[config.mk]
export PLATFORM = sky130hd
export DESIGN_NAME = wb_reg_bank
export DESIGN_NICKNAME = d
export VERILOG_FILES = /design/src/rtl/wb_reg_bank.sv
export SDC_FILE = /design/constraint.sdc
export NUM_CORES = 1
export LEC_CHECK = 0
export BUFFER_PORTS_ARGS = -buffer_cell sky130_fd_sc_hd__buf_2
export CAP_MARGIN = 20
export CORE_AREA = 8 8 72 74
export CTS_CLUSTER_DIAMETER = 50
export DETAILED_ROUTE_END_ITERATION = 8
export DIE_AREA = 0 0 80 82
export GPL_TIMING_DRIVEN = 1
export PLACE_DENSITY_LB_ADDON = 0.2
export SLEW_MARGIN = 20
export SYNTH_ARGS = -nofsm -noshare
export SYNTH_HDL_FRONTEND = slang
export SYNTH_SLANG_ARGS = --single-unit
[constraint.sdc]
create_clock -name wb_clock_i -period 2.3 [get_ports wb_clock_i]
set_input_delay 0.345 -clock wb_clock_i [delete_from_list [all_inputs] [get_ports wb_clock_i]]
set_output_delay 0.345 -clock wb_clock_i [all_outputs]
set_load 0.01 [all_outputs]
[src/rtl/wb_reg_bank.sv]
// wb_reg_bank: parametrised Wishbone (pipelined B4) register bank.
//
// Provides REG_COUNT registers of DATA_WIDTH bits. Each bit is read/write, read-only
// (reads the matching status_i bit) or a self-clearing pulse with its own countdown
// of PULSE_CYCLES clocks. Ack follows one cycle after accept and is gated by wb_cycle_i.
//
// Ports:
//   wb_clock_i      system clock
//   wb_reset_i      asynchronous active-high reset
//   wb_addr_i       register index
//   wb_data_i       write data
//   wb_data_o       read data, valid while wb_ack_o is high
//   wb_we_i         1 = write
//   wb_cycle_i      bus cycle active
//   wb_strobe_i     transfer request
//   wb_stall_o      tied to 0, every request is accepted
//   wb_ack_o        transfer complete
//   status_i        sources for read-only bits
//   regs_o          current register state, read-only bits drive 0
//   write_strobe_o  one-cycle pulse per register written
module wb_reg_bank #(
  parameter int unsigned REG_COUNT      = 4,
  parameter int unsigned DATA_WIDTH     = 8,
  parameter int unsigned REG_ADDR_WIDTH = (REG_COUNT > 1) ? $clog2(REG_COUNT) : 1,
  parameter logic [REG_COUNT*DATA_WIDTH-1:0] RESET_VALUES = '0,
  parameter logic [REG_COUNT*DATA_WIDTH-1:0] RO_MASK      = '0,
  parameter logic [REG_COUNT*DATA_WIDTH-1:0] PULSE_MASK   = '0,
  parameter int unsigned PULSE_CYCLES   = 64
) (
  input  logic                            wb_clock_i,
  input  logic                            wb_reset_i,
  input  logic [REG_ADDR_WIDTH-1:0]       wb_addr_i,
  input  logic [DATA_WIDTH-1:0]           wb_data_i,
  output logic [DATA_WIDTH-1:0]           wb_data_o,
  input  logic                            wb_we_i,
  input  logic                            wb_cycle_i,
  input  logic                            wb_strobe_i,
  output logic                            wb_stall_o,
  output logic                            wb_ack_o,
  input  logic [REG_COUNT*DATA_WIDTH-1:0] status_i,
  output logic [REG_COUNT*DATA_WIDTH-1:0] regs_o,
  output logic [REG_COUNT-1:0]            write_strobe_o
);

  localparam int unsigned NumBits  = REG_COUNT * DATA_WIDTH;
  localparam int unsigned CntWidth = $clog2(PULSE_CYCLES + 1);

  // Read-only wins over pulse where both masks are set.
  localparam logic [NumBits-1:0]  PulseBits = PULSE_MASK & ~RO_MASK;
  localparam logic [NumBits-1:0]  ResetRegs = RESET_VALUES & ~RO_MASK;
  localparam logic [CntWidth-1:0] CntLoad   = CntWidth'(PULSE_CYCLES);
  localparam logic [CntWidth-1:0] CntOne    = CntWidth'(1);

  logic                  accept;
  logic [REG_COUNT-1:0]  wr_hit;
  logic [DATA_WIDTH-1:0] rd_data;

  logic [NumBits-1:0]    reg_q, reg_d;
  logic [CntWidth-1:0]   cnt_q [NumBits];
  logic [CntWidth-1:0]   cnt_d [NumBits];
  logic                  ack_q;
  logic [DATA_WIDTH-1:0] rdata_q;
  logic [REG_COUNT-1:0]  strobe_q;

  assign accept = wb_cycle_i & wb_strobe_i;

  // Out-of-range addresses match no register: no write, no strobe, read data 0.
  always_comb begin
    wr_hit  = '0;
    rd_data = '0;
    for (int n = 0; n < int'(REG_COUNT); n++) begin
      if (32'(wb_addr_i) == 32'(n)) begin
        wr_hit[n] = accept & wb_we_i;
        rd_data   = (reg_q[n*DATA_WIDTH +: DATA_WIDTH] & ~RO_MASK[n*DATA_WIDTH +: DATA_WIDTH]) |
                    (status_i[n*DATA_WIDTH +: DATA_WIDTH] & RO_MASK[n*DATA_WIDTH +: DATA_WIDTH]);
      end
    end
  end

  // Per-bit next state. A bus write is applied after the countdown so that a write
  // landing on the expiry edge takes precedence.
  always_comb begin
    reg_d = reg_q;
    cnt_d = cnt_q;
    for (int i = 0; i < int'(NumBits); i++) begin
      if (PulseBits[i]) begin
        if (cnt_q[i] != '0) begin
          cnt_d[i] = cnt_q[i] - CntOne;
          if (cnt_q[i] == CntOne) begin
            reg_d[i] = 1'b0;
          end
        end
        if (wr_hit[i / DATA_WIDTH]) begin
          reg_d[i] = wb_data_i[i % DATA_WIDTH];
          cnt_d[i] = wb_data_i[i % DATA_WIDTH] ? CntLoad : '0;
        end
      end else if (!RO_MASK[i]) begin
        if (wr_hit[i / DATA_WIDTH]) begin
          reg_d[i] = wb_data_i[i % DATA_WIDTH];
        end
      end
    end
  end

  always_ff @(posedge wb_clock_i or posedge wb_reset_i) begin
    if (wb_reset_i) begin
      reg_q <= ResetRegs;
      for (int i = 0; i < int'(NumBits); i++) begin
        cnt_q[i] <= (ResetRegs[i] & PulseBits[i]) ? CntLoad : '0;
      end
      ack_q    <= 1'b0;
      rdata_q  <= '0;
      strobe_q <= '0;
    end else begin
      reg_q    <= reg_d;
      cnt_q    <= cnt_d;
      ack_q    <= accept;
      rdata_q  <= (accept && !wb_we_i) ? rd_data : '0;
      strobe_q <= wr_hit;
    end
  end

  // A dropped cycle suppresses the pending ack; the accepted write has already landed.
  assign wb_ack_o       = ack_q & wb_cycle_i;
  assign wb_data_o      = rdata_q;
  assign wb_stall_o     = 1'b0;
  assign regs_o         = reg_q;
  assign write_strobe_o = strobe_q;

endmodule

==> metrics <==
sequential power share=between 40% and 50%; std cell rows=24; VDD IR max=0.491 mV; Clock Power Share=26.9%; Post-Syn Nets=157; register clock-pin slew on the reported worst setup and hold paths=approximately 80 ps; drt via density=around 5.0; IO Pins=a little over 90; drt initial violations=43; Avg Synthesized Cell Area=around 17 um2; Design Area, Final=about 2300 um2; area occupied by multi-input gates=approximately 700 um2; P_int=~0.0015 W; worst hold-check path type=in -> async; nature of the critical path endpoint=flop; Worst EP required=about 2500 ps; postcts setup bufs=0; Ys Warns=0; Psw=0.000559 W; synthesized area=between 1500 and 2000 um2; final clock skew=between 5 and 6 ps; vias in the first global route=~1300; antenna-violating nets left=0; MaxCap Viol Count=0; Die Height=~82 um; CTS Buf Count=5; Detailed Route WL=around 4000 um; Gate power share=between 20% and 30%; met1 Track Usage GR=around 15%; GR Util met2=between 20% and 30%; type of the worst setup path=in -> reg; detailed-placement wirelength estimate=3140 um; Max clock buf depth=2; Max Slew Vio Count=0; Final #Nets=approximately 220; Tcrit/Tclk final=65.2%; layout cell share with drive strength beyond 1=65.7%; Max FO, Critical Path=9; flops & latches, synth=45; post-CTS sizing=0; CORE AREA=4140 um2; critical path data arrival time=roughly 1700 ps; DRC Markers=0; first-pass detailed-route iteration total=4; final hold slack=43.3 ps; global route overflow=0; Top delay family on crit path=simple AND/OR/NAND/NOR gates; RSZ-0062 raised after global routing=false; Syn Inst Count=110; Root Driver=clkbuf_8; FMAX=~670 MHz; Clock Latency Late Sink=290 ps; CTS Hold Bufs=0; TritonCTS Sinks=45; run status=finished, final reports clean; setup tns final=0 ps; critical path launch point type=input port; post-layout min period=between 1000 and 1500 ps; # port buffers=59; via count=approximately 1100; DR WL/cell=18.2 um; gp weighted congestion=~0.72; Netlist cell types=17; global router's overall resource usage=a little over an eighth; Starting Density=a little under half; leakage power total=around 1.2 nW; first-pass GRT wire length=~6900 um; initial antenna violation count=0; Die W=approximately 80 um; GR Util met3=between 4 and 5%; area grow syn2layout=24.7%; CP bufs+invs=1; switching part of the total=between 20% and 30%; Ant. Diodes=0; layer with the highest usage=met2; worst slew pin tran=~600 ps; final setup fails=0; die area=6560 um2; post-synthesis sequential area ratio=roughly three fifths; Slew headroom=between 50 and 60%; critical-path cell with the highest stage delay=or3b_1; filler instances=~350; Pwr per Cell Area=approximately 900 nW/um2; Final Hold Viols=0; CTS tree=done; htree depth=2; DP Area=~2200 um2; worst path cell trace=buf_2, or3b_1, mux2_4; max incr delay on CP=roughly 660 ps; FF/Latch Area=around 1100 um2; reg2reg setup slack=around 1200 ps; largest net degree at the start of global routing=22
## routing by layer
layer / vias to the layer above / routed length, um
li1: 516 / -
met1: 580 / 1550
met2: 38 / 2220
met3: 5 / 316
met4: 0 / 38
met5: - / 0
## per-stage QoR
step | std cells | power, W | setup slack, ps | utilization, %
final | 227 | 0.00210 | 801 | 56.3
after detailed placement | 220 | 0.00156 | 469 | 53.8
after global routing | 227 | 0.00222 | 751 | 56.3
after global placement | 220 | 0.00154 | 486 | 53.8
after CTS | 227 | 0.00213 | 777 | 56.3
after floorplan | 110 | 0.00134 | 896 | -
## registers in the layout, indices dropped and copies added (netlist names)
register        flops
regs_o             32
wb_data_o           8
write_strobe_o      4
ack_q               1
## cell usage in the layout (no fill, tap or decap), types with 2 or more instances in the layout
master	instances
clkbuf_8	5
nor2b_1	8
mux2_4	8
buf_2	59
and2_1	2
mux2_2	24
mux4_2	8
inv_1	2
dfrtp_1	45
buf_4	4
## power groups by stage
stage | clock [W] | sequential [W] | combinational (W)
floorplan | 0 | 0.00110 | 0.000239
global placement | 0 | 0.00103 | 0.000503
detailed placement | 0 | 0.00104 | 0.000518
CTS | 0.000582 | 0.00103 | 0.000519
global route | 0.000615 | 0.00105 | 0.000550
finish | 0.000565 | 0.00103 | 0.000504
## cells in the mapped netlist, drive strengths merged
master / instances / area, um2
and2: 2 / 12.5
conb: 1 / 3.75
mux2: 32 / 390
buf: 5 / 36.3
nor3: 1 / 16.3
mux4: 8 / 180
inv: 3 / 11.3
nand2b: 1 / 6.26
dfrtp: 45 / 1130
nor2b: 8 / 50.1
nand4: 1 / 12.5
nor3b: 1 / 7.51
or3b: 1 / 8.76
nand3: 1 / 10.0
## cells by family (layout without fill, tap and decap cells)
group	after synthesis	count (layout)	share of synthesized area, %
multiplexers	40	40	30.5
AND/OR/NAND/NOR	16	16	6.62
flip-flops	45	45	60.2
other	1	1	0.200
buffers and inverters	8	73	2.54
## final cells by class
cell class	instances	share of cell area, %
repair buffers	63	13.9
well taps	52	2.79
clock buffers	5	2.95
inverters	3	0.482
clock inverters	2	1.50
flip-flops and latches	45	48.2
multi-input cells	57	30.1
## worst paths after layout
kind                              startpoint      endpoint  cells after the start
max in group asynchronous         wb_reset_i  wb_data_o[6]                      3
min in group wb_clock_i         wb_data_i[0]     regs_o[8]                      2
worst min-delay path              wb_reset_i     regs_o[5]                      2
worst min register to register    regs_o[12]    regs_o[12]                      1
worst max register to register    regs_o[27]  wb_data_o[3]                      2
worst max-delay path            wb_addr_i[0]    regs_o[15]                      3
(Power assumes the default switching activity.)
